## config.mk

```make
export PLATFORM = sky130hd
export DESIGN_NAME = mux_scan
export DESIGN_NICKNAME = d
export VERILOG_FILES = /design/src/rtl/mux_scan.sv
export SDC_FILE = /design/constraint.sdc
export NUM_CORES = 1
export LEC_CHECK = 0
export BUFFER_PORTS_ARGS = -buffer_cell sky130_fd_sc_hd__buf_2
export CORE_ASPECT_RATIO = 0.8
export CORE_MARGIN = 1
export CORE_UTILIZATION = 43
export CTS_BUF_LIST = sky130_fd_sc_hd__clkbuf_8
export DETAILED_ROUTE_END_ITERATION = 12
export PLACE_DENSITY = 0.84
export SYNTH_ARGS = -nofsm -noshare
export SYNTH_HDL_FRONTEND = slang
export SYNTH_SLANG_ARGS = --single-unit
```

## constraint.sdc

```tcl
create_clock -name clk -period 1.6 [get_ports clk]
set_input_delay 0.32 -clock clk [delete_from_list [all_inputs] [get_ports clk]]
set_output_delay 0.32 -clock clk [all_outputs]
set_load 0.03 [all_outputs]
```

## src/rtl/mux_scan.sv

```systemverilog
// mux_scan: registered N-channel multiplexer with manual select and an
// auto-scan mode that dwells DWELL cycles on each channel.
//
// Optional feature macro: MUX_SCAN_PARITY_EN
//   When defined, adds output m_par, the even parity of the loaded data.
//   It is registered alongside m, resets to 0 and holds whenever m holds.
//
// state     | meaning
// ----------+-----------------------------------------------------------
// ST_MANUAL | m loads channel s each cycle; out-of-range s flags err
// ST_SCAN   | m tracks the current scan channel; dwell counter runs
// ST_FROZEN | hold asserted: m, ch, scan position and dwell all frozen
//
// The next state is a pure function of hold/mode, and the load at each
// edge acts on that decision. So the first edge that sees mode=1 already
// loads scan channel 0, and the first edge that sees hold=1 freezes.

module mux_scan #(
   parameter  int WIDTH = 8,
   parameter  int NCH   = 4,
   parameter  int DWELL = 16,
   localparam int SELW  = (NCH <= 2) ? 1 : $clog2(NCH)
) (
   input  logic                   clk,
   input  logic                   rst_n,
   input  logic [NCH*WIDTH-1:0]   x,
   input  logic [SELW-1:0]        s,
   input  logic                   mode,
   input  logic                   hold,
   output logic [WIDTH-1:0]       m,
   output logic                   m_valid,
   output logic [SELW-1:0]        ch,
   output logic                   wrap,
   output logic                   err
`ifdef MUX_SCAN_PARITY_EN
   ,
   output logic                   m_par
`endif
);

   localparam int              DWW     = (DWELL <= 2) ? 1 : $clog2(DWELL);
   localparam logic [SELW:0]   NCH_L   = (SELW+1)'(NCH);
   localparam logic [SELW-1:0] LAST_CH = SELW'(NCH - 1);
   localparam logic [DWW-1:0]  LAST_DW = DWW'(DWELL - 1);

   typedef enum logic [1:0] {
      ST_MANUAL = 2'd0,
      ST_SCAN   = 2'd1,
      ST_FROZEN = 2'd2
   } state_t;

   state_t state;
   state_t nxt;

   // Scan position: the channel loaded by the last scan cycle and how many
   // further loads it has had (0..DWELL-1). scan_run is low until the first
   // scan load after reset or after any manual cycle, so a new scan always
   // begins at channel 0; it survives FROZEN so a resume continues in place.
   logic [SELW-1:0]  pos_ch;
   logic [DWW-1:0]   dw_cnt;
   logic             scan_run;

   logic             fresh;
   logic [SELW-1:0]  scan_sel;
   logic [DWW-1:0]   dw_nxt;
   logic             pos_wrap;
   logic             man_ok;
   logic             load;
   logic [SELW-1:0]  sel;
   logic [WIDTH-1:0] sel_data;

   // Next-state decision: hold dominates, then mode.
   always_comb begin
      nxt = ST_MANUAL;
      if (hold) begin
         nxt = ST_FROZEN;
      end else if (mode) begin
         nxt = ST_SCAN;
      end
   end

   // Scan stepping: pick the channel to load this cycle and the next dwell count.
   always_comb begin
      fresh    = (state == ST_MANUAL) || !scan_run;
      scan_sel = pos_ch;
      dw_nxt   = dw_cnt + 1'b1;
      pos_wrap = 1'b0;
      if (fresh) begin
         scan_sel = '0;
         dw_nxt   = '0;
      end else if (dw_cnt == LAST_DW) begin
         dw_nxt = '0;
         if (pos_ch == LAST_CH) begin
            scan_sel = '0;
            pos_wrap = 1'b1;
         end else begin
            scan_sel = pos_ch + 1'b1;
         end
      end
   end

   // Channel selection and load qualification.
   always_comb begin
      man_ok = ({1'b0, s} < NCH_L);
      sel    = (nxt == ST_SCAN) ? scan_sel : s;
      load   = (nxt == ST_SCAN) || ((nxt == ST_MANUAL) && man_ok);
      sel_data = '0;
      for (int k = 0; k < NCH; k++) begin
         if (sel == SELW'(k)) begin
            sel_data = x[k*WIDTH +: WIDTH];
         end
      end
   end

   // State register.
   always_ff @(posedge clk or negedge rst_n) begin
      if (!rst_n) begin
         state <= ST_MANUAL;
      end else begin
         state <= nxt;
      end
   end

   // Data register: m and ch only change on a successful load.
   always_ff @(posedge clk or negedge rst_n) begin
      if (!rst_n) begin
         m  <= '0;
         ch <= '0;
      end else if (load) begin
         m  <= sel_data;
         ch <= sel;
      end
   end

`ifdef MUX_SCAN_PARITY_EN
   // Parity of the loaded word, kept in lockstep with m.
   always_ff @(posedge clk or negedge rst_n) begin
      if (!rst_n) begin
         m_par <= 1'b0;
      end else if (load) begin
         m_par <= ^sel_data;
      end
   end
`endif

   // Per-cycle status flags.
   always_ff @(posedge clk or negedge rst_n) begin
      if (!rst_n) begin
         m_valid <= 1'b0;
         wrap    <= 1'b0;
         err     <= 1'b0;
      end else begin
         m_valid <= load;
         wrap    <= (nxt == ST_SCAN) && pos_wrap;
         err     <= (nxt == ST_MANUAL) && !man_ok;
      end
   end

   // Scan position: advance in SCAN, discard in MANUAL, hold in FROZEN.
   always_ff @(posedge clk or negedge rst_n) begin
      if (!rst_n) begin
         pos_ch   <= '0;
         dw_cnt   <= '0;
         scan_run <= 1'b0;
      end else begin
         case (nxt)
            ST_SCAN: begin
               pos_ch   <= scan_sel;
               dw_cnt   <= dw_nxt;
               scan_run <= 1'b1;
            end
            ST_MANUAL: begin
               pos_ch   <= '0;
               dw_cnt   <= '0;
               scan_run <= 1'b0;
            end
            default: begin
               pos_ch   <= pos_ch;
               dw_cnt   <= dw_cnt;
               scan_run <= scan_run;
            end
         endcase
      end
   end

endmodule

```

==> out/qor_table.md <==
| Metric | Reported |
|---|---|
| Initial antenna violation count | 0 |
| Maximum root-to-sink buffer count | 2 |
| Number of antenna-violating nets in the routed design | 0 |
| Number of max-cap violations | 0 |
| Number of levels in the clock H-tree | 1 |
| Count of buffers inserted at the top-level ports | 49 |
| Synth Net Count | 143 |
| RSZ-0062 raised after global routing | yes |
| Clock-pin transition on the worst setup and hold timing paths | 70 ps |
| Via count of the first global-routing pass | 1080 |
| Area contributors post-synth | sky130_fd_sc_hd__dfrtp_1 46%, sky130_fd_sc_hd__mux2i_1 7.9%, sky130_fd_sc_hd__a32oi_1 6.1% |
| Critical path arrival | 1880 ps |
| Area occupied by registers | 526 um2 |
| Post-Synthesis Cell Area | 0.00114 mm2 |
| Worst Path Class, Setup | reg -> reg |
| NumNets Final | 208 |
| Setup Total Neg Slack | -968 ps |
| Hold violation total from the final report | 16 |
| Maximum cell stage delay along the critical path | 410 ps |
| Sum of overflow across all layers after global routing | 0 |
| Pwr per Cell Area | 767 mW/mm2 |
| Time the worst path needs with I/O delays and setup | 1750 ps |
| Violations in the final reports | negative hold slack, negative setup slack |
| Post-synthesis sequential area ratio | 0.460 |
| Switching power share of the total | 0.308 |
| Die span in y | 48.1 um |
| Placeable Area | 0.00248 mm2 |
| Largest net degree at the start of global routing | 22 |
| Worst Setup Slack, final | -147 ps |
| Detail-routed via count per cell | 5.68 |
| Count of distinct cell types in the synthesized netlist | 33 |
| Total I/O pin count | 51 |
| Top delay family on crit path | multiplexers |
| Layer with the highest usage after global routing | met2 |
| Slowest cell on crit path | sky130_fd_sc_hd__dfrtp_1 |
| Sequence of cells on the critical path | ha_4, nand3_4, mux2i_4, o21ai_4, buf_4, mux2i_1, o221ai_1 |
| Clk Latency, worst-skew pair | 260 ps |
| Remaining routing DRC violations | 0 |
| Gp weighted congestion | 0.864 |
| Final critical-path share of the clock period | 1.09 |
| Number of endpoints failing setup at the final stage | 9 |
| Hold Buf Count CTS | 0 |
| Worst Path Buf+Inv | 1 |
| Initial core utilization | 0.461 |
| Category of the worst setup path capture point | flop |
| Worst Path Required | 1730 ps |
| Max-slew violations | 0 |
| Most area-hungry cell type in the Yosys netlist | sky130_fd_sc_hd__dfrtp_1 |
| Sink Count | 21 |
| Flop pwr share | 0.472 |
| Asr flop ratio synth | 1.00 |
| Number of clock buffers inserted by TritonCTS | 3 |
| Die area | 0.00287 mm2 |
| Logic gate share of total power | 0.262 |
| Std-Cell Rows | 16 |
| Fillers | 197 |
| Fraction of final layout cells sized beyond drive strength 1 | 0.503 |
| Global-route usage over all layers | 0.248 |
| Routed len/inst | 16.3 um |
| X dimension of the die | 59.7 um |
| Wire length of the first global-routing pass | 4980 um |
| Most common library cell in the layout ignoring fill and taps | sky130_fd_sc_hd__buf_2 |
| Clock Root Buffer | sky130_fd_sc_hd__clkbuf_8 |
| Antenna diode count | 0 |
| Prevailing post-synth register cell | sky130_fd_sc_hd__dfrtp_1 |
| Global-route met3 utilization | 0.0716 |
| Average size of a mapped cell | 11.1 um2 |
| Detailed-route via count | 1154 |
| Kind of launch point of the worst setup path | flop |
| Syn-to-layout area delta | 44.9% |
| Static Leak | 0.841 nW |
| YS warnings | 0 |
| Most frequent cells in the layout | 49 x sky130_fd_sc_hd__buf_2, 21 x sky130_fd_sc_hd__dfrtp_1, 14 x sky130_fd_sc_hd__buf_4 |
| Outcome | finished, violations left |
| Post-Route Skew | 3.50 ps |
| Largest fanout on the critical path | 4 |
| Kind of path behind the tightest hold check | in -> async |
| Number of optimization iterations in the first detailed-route pass | 4 |
| Flops & latches, synth | 21 |
| Worst supply voltage drop on vdd | 0.507 mV |
| Global routing met2 resource utilization | 0.398 |
| Met1 global-route usage | 0.301 |
| Net switching power | 0.391 mW |
| TritonCTS clock tree | done |
| Internal cell power | 0.880 mW |
| Worst hold margin | -3.15 ps |
| Dpl ws | -230 ps |
| Max Fclk | 572 MHz |
| HPWL after detailed placement | 2390 um |
| Post-synth top area share | 0.460 |
| Cell count after synthesis | 103 |
| Total Wirelength | 3300 um |
| Initial DRC Count | 25 |
| Count of flip-flops with a built-in enable after synthesis | 0 |
| Share of total power in the clock network | 0.265 |
| Area taken by multi-input logic gates | 628 um2 |
cell families (layout without fill, tap and decap cells):
family          Yosys count  in the layout  synth area share
compound gates           34             34             0.254
flops                    21             21             0.460
simple gates             21             21             0.102
buf+inv                  14             78            0.0613
mux                      10             10            0.0985
fa+ha+maj                 2              2            0.0219
other cells               1              1           0.00328
state kept, by name, indices dropped and copies added (netlist names):
register,flops
ch,2
dw_cnt,4
m,8
m_valid,1
pos_ch,2
scan_run,1
state,2
wrap,1
stage by stage:
| step | power [mW] | cell area, um2 | std cells | utilization |
|---|---|---|---|---|
| CTS | 1.27 | 1630 | 202 | 0.658 |
| floorplan | 0.780 | 1160 | 103 | - |
| global route | 1.34 | 1660 | 203 | 0.667 |
| global placement | 0.904 | 1520 | 196 | 0.614 |
| finish | 1.27 | 1660 | 203 | 0.667 |
| detailed placement | 0.915 | 1520 | 196 | 0.614 |
power groups by stage:
stage / sequential (mW) / clock [mW] / combinational [mW]
after floorplan: 0.675 / 0 / 0.105
after CTS: 0.599 / 0.347 / 0.322
final: 0.600 / 0.337 / 0.333
after global placement: 0.607 / 0 / 0.297
after global routing: 0.605 / 0.376 / 0.360
after detailed placement: 0.609 / 0 / 0.306
synth_stat cells (all sizes together) (2+ instances only):
cell	n
dfrtp	21
mux2i	10
inv	9
nand2	9
a32oi	8
o21ai	8
o221ai	8
nor2	4
a22o	3
buf	3
nand2b	3
ha	2
nand3	2
o21a	2
repair_timing:
| item | in CTS | in global routing |
|---|---|---|
| endpoints found under the hold margin | 0 | 0 |
| resized for setup | 11 | 3 |
| pin swaps | 3 | 1 |
| buffers inserted | 3 | 1 |
| endpoints found under the setup margin | 9 | 10 |
per-layer routing:
metal,vias up,wire length [um],share of wire
met2,61,1670,0.50
met4,0,138,0.042
met1,560,1290,0.39
li1,516,-,-
met5,-,0,0
met3,17,201,0.061
area by class of cell:
type	count	share of cell area
Inverter	10	0.0257
Sequential cell	21	0.317
Timing Repair Buffer	64	0.224
Multi-Input combinational cell	68	0.379
Tap cell	36	0.0272
Clock inverter	1	0.00227
Clock buffer	3	0.0249
final timing paths:
check / slack (ps) / start / to / depth (start not counted)
min reg2reg: 490 / ch[0]$_DFFE_PN0P_ / ch[0]$_DFFE_PN0P_ / 1
min in group clk: 310 / x[28] / m[4]$_DFFE_PN0P_ / 3
max reg2reg: -150 / dw_cnt[1]$_DFFE_PN0P_ / m[2]$_DFFE_PN0P_ / 7
max: -150 / dw_cnt[1]$_DFFE_PN0P_ / m[2]$_DFFE_PN0P_ / 7
max in group asynchronous: 1290 / rst_n / m[1]$_DFFE_PN0P_ / 1
min: -3 / rst_n / scan_run$_DFFE_PN0P_ / 1
Note: power is estimated with default switching activity, not from simulation.
